[src/rtl/control_unit.sv]
// control_unit: multi-cycle sequencer that fetches 16-bit instructions from
// inst_reg, reads operands from the register file, drives the ALU and writes
// results back, running from pc=0 to the last address or until HALT.
module control_unit #(
  parameter int unsigned PC_W   = 2,
  parameter int unsigned DATA_W = 8
) (
  input  logic              clk,
  input  logic              rst_n,
  input  logic              start,
  output logic [PC_W-1:0]   pc,
  output logic              ir_en,
  input  logic [15:0]       ir_data,
  output logic [1:0]        reg_addr,
  output logic              reg_rd,
  output logic              reg_wr,
  output logic [DATA_W-1:0] reg_wdata,
  input  logic [DATA_W-1:0] reg_rdata,
  output logic [2:0]        alu_op,
  output logic [DATA_W-1:0] alu_a,
  output logic [DATA_W-1:0] alu_b,
  input  logic [DATA_W-1:0] alu_out,
  output logic              busy,
  output logic              done
);

  typedef enum logic [3:0] {
    S_IDLE,
    S_FETCH,
    S_DECODE,
    S_READ_A,
    S_READ_B,
    S_EXEC,
    S_WRITE,
    S_NEXT,
    S_DONE
  } state_t;

  localparam logic [3:0]      CLS_ADD  = 4'b0000;
  localparam logic [3:0]      CLS_SUB  = 4'b0001;
  localparam logic [3:0]      CLS_LOAD = 4'b1000;
  localparam logic [3:0]      CLS_HALT = 4'b1111;
  localparam logic [PC_W-1:0] PC_LAST  = '1;

  state_t              state_q, state_d;
  logic [PC_W-1:0]     pc_q, pc_d;
  logic [15:0]         ir_q, ir_d;
  logic [DATA_W-1:0]   res_q, res_d;
  logic [DATA_W-1:0]   a_q, a_d;
  logic [DATA_W-1:0]   b_q, b_d;
  logic [2:0]          op_q, op_d;

  logic [3:0]          ir_cls;
  logic                unused_ir;

  assign ir_cls    = ir_q[15:12];
  // Bits [11:10] are reserved in every instruction format.
  assign unused_ir = ^ir_q[11:10];

  assign pc     = pc_q;
  assign alu_op = op_q;
  assign alu_a  = a_q;
  assign alu_b  = b_q;

  // State and datapath registers; async reset clears everything.
  always_ff @(posedge clk or negedge rst_n) begin
    if (!rst_n) begin
      state_q <= S_IDLE;
      pc_q    <= '0;
      ir_q    <= '0;
      res_q   <= '0;
      a_q     <= '0;
      b_q     <= '0;
      op_q    <= '0;
    end else begin
      state_q <= state_d;
      pc_q    <= pc_d;
      ir_q    <= ir_d;
      res_q   <= res_d;
      a_q     <= a_d;
      b_q     <= b_d;
      op_q    <= op_d;
    end
  end

  // Next-state and register-update logic; everything holds by default.
  always_comb begin
    state_d = state_q;
    pc_d    = pc_q;
    ir_d    = ir_q;
    res_d   = res_q;
    a_d     = a_q;
    b_d     = b_q;
    op_d    = op_q;
    unique case (state_q)
      S_IDLE: begin
        if (start) begin
          pc_d    = '0;
          state_d = S_FETCH;
        end
      end
      S_FETCH: begin
        ir_d    = ir_data;
        state_d = S_DECODE;
      end
      S_DECODE: begin
        unique case (ir_cls)
          CLS_ADD: begin
            op_d    = 3'b000;
            state_d = S_READ_A;
          end
          CLS_SUB: begin
            op_d    = 3'b001;
            state_d = S_READ_A;
          end
          CLS_LOAD: state_d = S_WRITE;
          CLS_HALT: state_d = S_DONE;
          default:  state_d = S_NEXT;
        endcase
      end
      S_READ_A: begin
        a_d     = reg_rdata;
        state_d = S_READ_B;
      end
      S_READ_B: begin
        b_d     = reg_rdata;
        state_d = S_EXEC;
      end
      S_EXEC: begin
        res_d   = alu_out;
        state_d = S_WRITE;
      end
      S_WRITE: state_d = S_NEXT;
      S_NEXT: begin
        if (pc_q == PC_LAST) begin
          state_d = S_DONE;
        end else begin
          pc_d    = pc_q + PC_W'(1);
          state_d = S_FETCH;
        end
      end
      S_DONE:  state_d = S_IDLE;
      default: state_d = S_IDLE;
    endcase
  end

  // Strobes and addresses decoded from state so reset removes them at once.
  always_comb begin
    ir_en     = 1'b0;
    reg_addr  = '0;
    reg_rd    = 1'b0;
    reg_wr    = 1'b0;
    reg_wdata = '0;
    busy      = (state_q != S_IDLE);
    done      = 1'b0;
    unique case (state_q)
      S_FETCH: ir_en = 1'b1;
      S_READ_A: begin
        reg_addr = ir_q[5:4];
        reg_rd   = 1'b1;
      end
      S_READ_B: begin
        reg_addr = ir_q[1:0];
        reg_rd   = 1'b1;
      end
      S_WRITE: begin
        reg_addr  = ir_q[9:8];
        reg_wr    = 1'b1;
        reg_wdata = (ir_cls == CLS_LOAD) ? DATA_W'(ir_q[7:0]) : res_q;
      end
      S_DONE:  done = 1'b1;
      default: ;
    endcase
  end

endmodule

[config.mk]
export PLATFORM = sky130hd
export DESIGN_NAME = control_unit
export DESIGN_NICKNAME = d
export VERILOG_FILES = /design/src/rtl/control_unit.sv
export SDC_FILE = /design/constraint.sdc
export NUM_CORES = 1
export LEC_CHECK = 0
export CAP_MARGIN = 20
export CORE_ASPECT_RATIO = 0.6
export CORE_MARGIN = 2
export CORE_UTILIZATION = 49
export DETAILED_ROUTE_END_ITERATION = 6
export PLACE_DENSITY = 0.94
export SLEW_MARGIN = 20
export SYNTH_ARGS = -nofsm -noshare
export SYNTH_HDL_FRONTEND = slang
export SYNTH_SLANG_ARGS = --single-unit
[constraint.sdc]
create_clock -name clk -period 3.7 [get_ports clk]
set_input_delay 0.74 -clock clk [delete_from_list [all_inputs] [get_ports clk]]
set_output_delay 0.74 -clock clk [all_outputs]
set_load 0.03 [all_outputs]
==> flow_summary.json, run 1 <==
{
  "status": "complete, no violations",
  "via_per_inst": 5.33,
  "design.core.area_um2": 4100,
  "endpoint_kind": "primary output",
  "synth-edff-count": 0,
  "drive_gt1_share_pct": 25.1,
  "slowest_delay_ns": 0.67,
  "ir_drop_uv": 598,
  "synth_cells": 167,
  "first_iter_violations": 122,
  "ys_seq_area_share_pct": 54.1,
  "period_minus_slack_ns": 3.28,
  "fin_worst_skew_ns": 0.00767,
  "synth.area.top_cells": "dfrtp_1 54%, mux2_2 21%, nand2_1 3.2%",
  "gp_congestion": 0.790,
  "dieArea_um2": 4800,
  "leakage_uw": 0.00119,
  "grt_pass1_vias": 1492,
  "antenna_found_initial": 0,
  "dp_cells": 286,
  "synth_top_area_share_pct": 54.1,
  "fin_nets": 270,
  "clock.fmax_mhz": 305,
  "cp_slowest_cell": "clkdlybuf4s50_1",
  "post-dp-hpwl_um": 3370,
  "die_h_um": 54.5,
  "drc": 0,
  "portBuffers": 66,
  "crit_required_ns": 2.96,
  "worstPathMaxFanout": 15,
  "yosysMostFrequentCell": "dfrtp_1",
  "hp-class": "in2async",
  "io_pins": 71,
  "cts_resized": 0,
  "worstSetupPathType": "reg2out",
  "critical_path_arrival_ns": 2.54,
  "crit_end": "reg_addr[0]",
  "reg2reg_slack_ns": 1.69,
  "drt_first_pass_iters": 4,
  "finalHoldViolations": 0,
  "wirelength_um": 4850,
  "cts_num_sinks": 45,
  "clk_latency_ns": 0.30,
  "synth.distinct_cells": 38,
  "slew_headroom_pct": 47.5,
  "drv_slew": 0,
  "fin_setup_tns_ns": 0,
  "cp-startpoint": "state_q[2]",
  "path_cells": "nor4b_2 -> a222oi_1 -> inv_1 -> clkdlybuf4s50_1",
  "async_flop_share_pct": 100,
  "grt_max_degree": 46,
  "worstReg2RegStart": "state_q[2]",
  "drv_cap": 0,
  "synthFlopType": "dfrtp_1",
  "cts-root-buf": "clkbuf_8",
  "clk_pin_slew_worst_paths_ns": 0.09,
  "ys_ff_latch": 45,
  "setup_viol": 0,
  "ff2ff_path_depth": 3,
  "synthTopCellsByCount": "45 x dfrtp_1, 38 x mux2_2, 18 x nand2_1, 10 x a21oi_1",
  "overflow": 0,
  "n_fill_cell": 296,
  "final.period_utilization_pct": 88.5,
  "ant_nets": 0,
  "grt_first_pass_wirelength_um": 7350,
  "initial_core_util_pct": 50.8,
  "fp-row-count": 18,
  "clockBufferDepth": 2,
  "rsz0062_at_grt": "false",
  "via_count": 1573,
  "synth_top_area_cell": "dfrtp_1",
  "antenna_cells": 0,
  "postCtsSetupBuffers": 0,
  "cts_tree": "built",
  "avgSynthCellArea_um2": 12.5,
  "tightest_slew_ns": 0.785,
  "cts_buffers": 5,
  "synth_area_um2": 2080,
  "instances_no_fill": 295,
  "die_x_um": 88.1,
  "syn_to_final_growth_pct": 40.5,
  "yosys_warnings": 0,
  "power_density_nw_per_um2": 920,
  "worst_r2r_endpoint": "alu_b[5]",
  "wl_per_cell_um": 16.4,
  "grt_usage_pct": 21.2,
  "cp-start-kind": "flop",
  "cts_max_level": 2,
  "cts_hold_buf": 0
}
==> state kept, by name, indices dropped and copies added, names as in the netlist <==
| signal | flops |
|---|---|
| alu_a | 8 |
| state_q | 4 |
| alu_b | 8 |
| ir_q | 14 |
| pc | 2 |
| alu_op | 1 |
| res_q | 8 |
==> worst max-delay path: cells and delay by family (launching register included) <==
family	cells	cell delay [ns]
DFF	1	0.65
AOI/OAI and AO/OA	1	0.20
buffers and inverters	2	0.79
and+or+nand+nor	1	0.59
==> cells by family after synthesis <==
logic type | Yosys count | synth area share, %
simple gates | 46 | 14.0
flops | 45 | 54.1
mux | 41 | 22.1
compound gates | 18 | 5.47
buf+inv | 15 | 3.49
fa+ha+maj | 1 | 0.601
other cells | 1 | 0.180
==> routing by layer <==
metal	routed length (um)	up-vias	GRT usage, %	part of all wire (%)
li1	-	728	-	-
met1	2250	770	28.5	46
met2	2180	67	31.6	45
met3	347	8	7.69	7.2
met4	72	0	8.84	1.5
met5	0	-	0	0
==> power by group <==
group / internal (uW) / switching, uW / leakage, uW
Clock: 220 / 173 / 0.0000574
Sequential: 738 / 222 / 0.000538
Combinational: 661 / 676 / 0.000598
==> worst min path at each step <==
stage	cells past startpoint	endpoint	slack [ns]	start
6_report	1	ir_q[5]	0.44	rst_n
5_1_grt	1	alu_a[4]	0.45	rst_n
4_1_cts	1	alu_b[7]	0.51	alu_b[7]
3_5_place_dp	1	alu_a[5]	0.50	alu_a[5]
3_3_place_gp	1	ir_q[3]	0.49	ir_q[3]
2_1_floorplan	0	alu_a[0]	0.44	rst_n
==> per-stage QoR <==
step / total power (uW) / worst slack, ns / cell area (um^2) / hold slack [ns] / util, %
2_1_floorplan: 1800 / 1.25 / 2080 / 0.444 / -
3_3_place_gp: 2250 / 0.858 / 2780 / 0.489 / 67.7
3_5_place_dp: 2290 / 0.837 / 2780 / 0.496 / 67.7
4_1_cts: 2690 / 0.460 / 2900 / 0.514 / 70.7
5_1_grt: 2830 / 0.287 / 2920 / 0.455 / 71.3
6_report: 2690 / 0.425 / 2920 / 0.442 / 71.3
==> cell usage in the layout, fill, tap and decap left out, types with 4 or more instances in the layout <==
master,instances
clkbuf_8,6
nand2b_1,4
clkdlybuf4s50_1,65
dfrtp_1,45
nand2_1,18
mux2_2,38
a21oi_1,10
inv_1,4
==> layout make-up <==
cell class	count	area, um^2	share of cell area, %
well taps	60	75.1	2.57
clock inverters	2	37.5	1.28
repair buffers	69	698	23.9
flip-flops and latches	45	1130	38.5
clock buffers	6	82.6	2.82
inverters	5	18.8	0.642
multi-input cells	108	886	30.3
(Power assumes the default switching activity.)
==> run 2: changes to the inputs <==
--- a/config.mk
+++ b/config.mk
@@ -7,10 +7,10 @@
 export LEC_CHECK = 0
 export CAP_MARGIN = 20
 export CORE_ASPECT_RATIO = 0.6
-export CORE_MARGIN = 2
 export CORE_UTILIZATION = 49
 export DETAILED_ROUTE_END_ITERATION = 6
 export PLACE_DENSITY = 0.94
+export RECOVER_POWER = 50
 export SLEW_MARGIN = 20
 export SYNTH_ARGS = -nofsm -noshare
 export SYNTH_HDL_FRONTEND = slang
==> run 2 against run 1 <==
Compared with the run above:
- the run now ends with max-capacitance violations, max-slew violations left
- first-iteration DRC count down 40%
- final area down 1.3%
- core utilization grew 3.2 points
- clock power barely moved
- total power down 0.94%
- largest power group unchanged
- highest routed layer unchanged
==> flow_summary.json, run 2 (synthesis results as in run 1) <==
{
  "first_iter_violations": 73,
  "die_h_um": 52.5,
  "drc": 0,
  "cp_slowest_cell": "nor4b_2",
  "setup_viol": 0,
  "clockBufferDepth": 2,
  "postCtsSetupBuffers": 0,
  "portBuffers": 66,
  "ant_nets": 0,
  "antenna_cells": 0,
  "syn_to_final_growth_pct": 38.7,
  "via_per_inst": 5.34,
  "drt_first_pass_iters": 4,
  "final.period_utilization_pct": 88.8,
  "cts_tree": "built",
  "largest_reg_flops": 14,
  "violations": "max-capacitance violations, max-slew violations",
  "cts_buffers": 5,
  "overflow": 0,
  "grt_pass1_vias": 1549,
  "fin_worst_skew_ns": 0.00525,
  "grt_first_pass_wirelength_um": 7490,
  "hp-class": "reg2reg",
  "status": "finished with violations",
  "design.core.area_um2": 3870,
  "worstSetupPathType": "reg2out",
  "ff2ff_path_depth": 3,
  "leakage_uw": 0.00118,
  "cp-start-kind": "flop",
  "clk_pin_slew_worst_paths_ns": 0.08,
  "period_minus_slack_ns": 3.29,
  "tightest_slew_ns": 2.33,
  "drv_slew": 46,
  "cts_max_level": 2,
  "mostFrequentLayoutCell": "clkdlybuf4s50_1",
  "via_count": 1554,
  "drv_cap": 1,
  "critical_path_arrival_ns": 2.55,
  "clock.fmax_mhz": 304,
  "slowest_delay_ns": 0.75,
  "wirelength_um": 4680,
  "cts_resized": 0,
  "io_pins": 71,
  "die_x_um": 86.1,
  "path_cells": "nor4b_2 -> nand2_1 -> a21oi_1 -> clkdlybuf4s50_1",
  "cts_hold_buf": 0,
  "rsz0062_at_grt": "false",
  "final_cell_mix": "65 x clkdlybuf4s50_1, 45 x dfrtp_1, 38 x mux2_2",
  "wl_per_cell_um": 16.1,
  "gp_congestion": 0.774,
  "grt_usage_pct": 23.1,
  "antenna_found_initial": 0,
  "drive_gt1_share_pct": 23.5,
  "cts_num_sinks": 45,
  "slew_headroom_pct": -55.7,
  "worstHoldPathCells": 1,
  "post-dp-hpwl_um": 3370,
  "top_register": "ir_q",
  "clk_latency_ns": 0.30,
  "fin_nets": 269,
  "initial_core_util_pct": 53.7,
  "endpoint_kind": "primary output",
  "power_uw": 2660,
  "fp-row-count": 17,
  "cts-root-buf": "clkbuf_8",
  "finalHoldViolations": 0,
  "crit_required_ns": 2.96,
  "ir_drop_uv": 547,
  "dieArea_um2": 4520,
  "grt_max_degree": 46,
  "power_density_nw_per_um2": 923,
  "fin_setup_tns_ns": 0,
  "worstPathMaxFanout": 8
}
[run 2: cell count changes in the layout (fill, tap and decap cells not counted)]
cell / change
and4bb_1: +1
and4bb_2: -1
buf_16: -1
buf_2: -1
clkbuf_1: +1
nor4b_1: +1
nor4b_2: -1
[run 2: worst paths after layout]
check                           start           end  slack [ns]
min reg2reg                 alu_op[0]     alu_op[0]        0.50
min                         alu_op[0]     alu_op[0]        0.50
max in group asynchronous       rst_n      alu_a[1]        1.24
min in group asynchronous       rst_n    state_q[2]        1.13
max                          ir_q[13]  reg_wdata[2]        0.41
max reg2reg                state_q[0]         pc[0]        1.91
[run 2: through the flow]
step           setup slack [ns]  hold slack, ns  utilization [%]  std cells  instance area [um^2]
2_1_floorplan              1.25           0.444                -        168                  2080
3_3_place_gp              0.878           0.474             71.6        283                  2770
3_5_place_dp              0.743           0.489             71.6        283                  2770
4_1_cts                   0.403           0.508             74.7        291                  2890
5_1_grt                   0.303           0.519             74.5        291                  2890
6_report                  0.414           0.497             74.5        291                  2890
[run 2: critical path: cells and delay by family (launching register included)]
family	cells	cell delay (ns)
buffers and inverters	1	0.70
DFF	1	0.43
and+or+nand+nor	2	0.91
AOI/OAI and AO/OA	1	0.20
[run 2: power breakdown]
group / switching, uW / total (uW) / internal, uW / leakage, uW
logic: 666 / 1320 / 654 / 0.000584
registers: 215 / 953 / 738 / 0.000538
clock network: 171 / 391 / 220 / 0.0000574
total: 1050 / 2660 / 1610 / 0.00118
[run 2: cell type report]
cell class                 instances  area, um^2
timing repair buffer              68         669
sequential                        45        1130
clock buffer                       6        82.6
multi-input combinational        108         880
fill                             283         986
inverter                           5        18.8
tap                               57        71.3
clock inverter                     2        37.5
[run 2: per-layer routing]
layer	wire length, um	vias up	track usage, %
met5	0	-	0
met2	2100	55	36.2
li1	-	729	-
met1	2140	762	29.9
met3	367	8	7.40
met4	68	0	10.0
==> run 3: changes to the inputs <==
==> constraint.sdc (replaced) <==
create_clock -name clk -period 4.1 [get_ports clk]
set_input_delay 0.82 -clock clk [delete_from_list [all_inputs] [get_ports clk]]
set_output_delay 0.82 -clock clk [all_outputs]
set_load 0.03 [all_outputs]
==> run 3 against run 2 <==
Compared with the run above:
- the run still ends with max-capacitance violations, max-slew violations left
- first-iteration DRC count grew 44%
- global-route usage shrank 0.50 points
- routed wire length grew 1.6%
- clock skew grew 0.0018 ns
- final area shrank 1.4%
- sequential power shrank 9.4%
- critical endpoint is now ir_en
- highest routed layer unchanged
==> flow_summary.json, run 3 (synthesis results as in run 1) <==
{
  "status": "finished with violations",
  "violations": "max-capacitance violations, max-slew violations",
  "wirelength_um": 4760,
  "path_cells": "nand2b_1 -> nor3_4 -> clkbuf_1 -> clkdlybuf4s50_1",
  "power_density_nw_per_um2": 813,
  "rsz0062_at_grt": "false",
  "clk_latency_ns": 0.29,
  "mostFrequentLayoutCell": "clkdlybuf4s50_1",
  "grt_pass1_vias": 1519,
  "drive_gt1_share_pct": 22.7,
  "via_count": 1563,
  "cts_num_sinks": 45,
  "top_register": "ir_q",
  "dp_cells": 283,
  "cp_num_cells": 4,
  "slowest_delay_ns": 0.81,
  "portBuffers": 66,
  "clock.fmax_mhz": 278,
  "dieArea_um2": 4520,
  "drv_slew": 33,
  "via_per_inst": 5.39,
  "wl_per_cell_um": 16.4,
  "cts_hold_buf": 0,
  "die_h_um": 52.5,
  "power_uw": 2310,
  "cts_max_level": 2,
  "cp_slowest_cell": "clkdlybuf4s50_1",
  "grt_max_degree": 46,
  "gp_congestion": 0.786,
  "overflow": 0,
  "final.period_utilization_pct": 87.6,
  "cp-startpoint": "state_q[0]",
  "crit_required_ns": 3.28,
  "cp-start-kind": "flop",
  "period_minus_slack_ns": 3.59,
  "cts_tree": "built",
  "finalHoldViolations": 0,
  "ff2ff_path_depth": 4,
  "worstReg2RegStart": "state_q[0]",
  "grt_first_pass_wirelength_um": 7420,
  "fin_setup_tns_ns": 0,
  "antenna_found_initial": 0,
  "cts_resized": 0,
  "setup_viol": 0,
  "grt_usage_pct": 22.6,
  "final_cell_mix": "65 x clkdlybuf4s50_1, 45 x dfrtp_1, 38 x mux2_2",
  "fin_worst_skew_ns": 0.00709,
  "fin_nets": 270,
  "path_delay_family": "buffers and inverters",
  "drv_cap": 1,
  "clk_pin_slew_worst_paths_ns": 0.08,
  "postCtsSetupBuffers": 0,
  "tightest_slew_ns": 1.70,
  "slew_headroom_pct": -13.3,
  "io_pins": 71,
  "post-dp-hpwl_um": 3490,
  "design.core.area_um2": 3870,
  "cts-root-buf": "clkbuf_8",
  "critical_path_arrival_ns": 2.77,
  "critical_path_buf_inv_count": 2,
  "instances_no_fill": 290,
  "worst_r2r_endpoint": "ir_q[1]",
  "initial_core_util_pct": 53.7,
  "cts_buffers": 5,
  "crit_end": "ir_en",
  "drc": 0,
  "largest_reg_flops": 14,
  "worstSetupPathType": "reg2out",
  "ant_nets": 0,
  "reg2reg_slack_ns": 1.90,
  "first_iter_violations": 105,
  "endpoint_kind": "primary output",
  "worstPathMaxFanout": 16,
  "die_x_um": 86.1,
  "hp-class": "reg2reg",
  "drt_first_pass_iters": 5,
  "antenna_cells": 0,
  "fp-row-count": 17,
  "clockBufferDepth": 2,
  "ir_drop_uv": 541,
  "leakage_uw": 0.00116,
  "syn_to_final_growth_pct": 36.7
}
run 3: changes by cell type in the layout (fill, tap and decap cells not counted):
cell and change:
bufinv_16 -1, clkinvlp_4 -1, nor4b_2 +1, clkbuf_1 +2, buf_4 -1, clkbuf_8 -1
clkinv_2 +1, nor4b_1 -1
run 3: routing by layer:
metal | vias up | GRT usage [%] | share of wire (%)
li1 | 726 | - | -
met1 | 768 | 30.5 | 45
met2 | 62 | 35.8 | 46
met3 | 7 | 6.61 | 8.2
met4 | 0 | 6.67 | 0.84
met5 | - | 0 | 0
run 3: worst reg2reg max path, delay by kind of cell, from the launching register on:
family	cells	cell delay [ns]
flip-flops	1	0.63
buffers and inverters	1	0.66
multiplexers	1	0.42
AND/OR/NAND/NOR	2	0.38
run 3: worst min-delay path by stage:
| stage | depth (start not counted) | end | start |
|---|---|---|---|
| 4_1_cts | 1 | alu_op[0] | alu_op[0] |
| 6_report | 1 | alu_op[0] | alu_op[0] |
| 2_1_floorplan | 1 | ir_q[8] | ir_q[8] |
| 5_1_grt | 1 | alu_op[0] | alu_op[0] |
| 3_5_place_dp | 1 | alu_op[0] | alu_op[0] |
| 3_3_place_gp | 1 | alu_op[0] | alu_op[0] |
run 3: per-stage QoR:
stage / instance area, um^2 / setup slack, ns / utilization, % / hold slack (ns)
3_3_place_gp: 2770 / 1.08 / 71.6 / 0.472
4_1_cts: 2850 / 0.704 / 73.5 / 0.499
5_1_grt: 2850 / 0.299 / 73.5 / 0.507
6_report: 2850 / 0.507 / 73.5 / 0.491
2_1_floorplan: 2080 / 1.57 / - / 0.480
3_5_place_dp: 2770 / 1.06 / 71.6 / 0.480
run 3: final cells by class:
class | count | area [um^2]
Multi-Input combinational cell | 108 | 886
Timing Repair Buffer | 69 | 669
Clock buffer | 5 | 68.8
Inverter | 5 | 18.8
Fill cell | 289 | 1030
Sequential cell | 45 | 1130
Clock inverter | 1 | 5.00
Tap cell | 57 | 71.3
run 3: power by group:
| group | internal, uW | switching (uW) |
|---|---|---|
| clock | 112 | 140 |
| sequential | 666 | 197 |
| combinational | 590 | 608 |
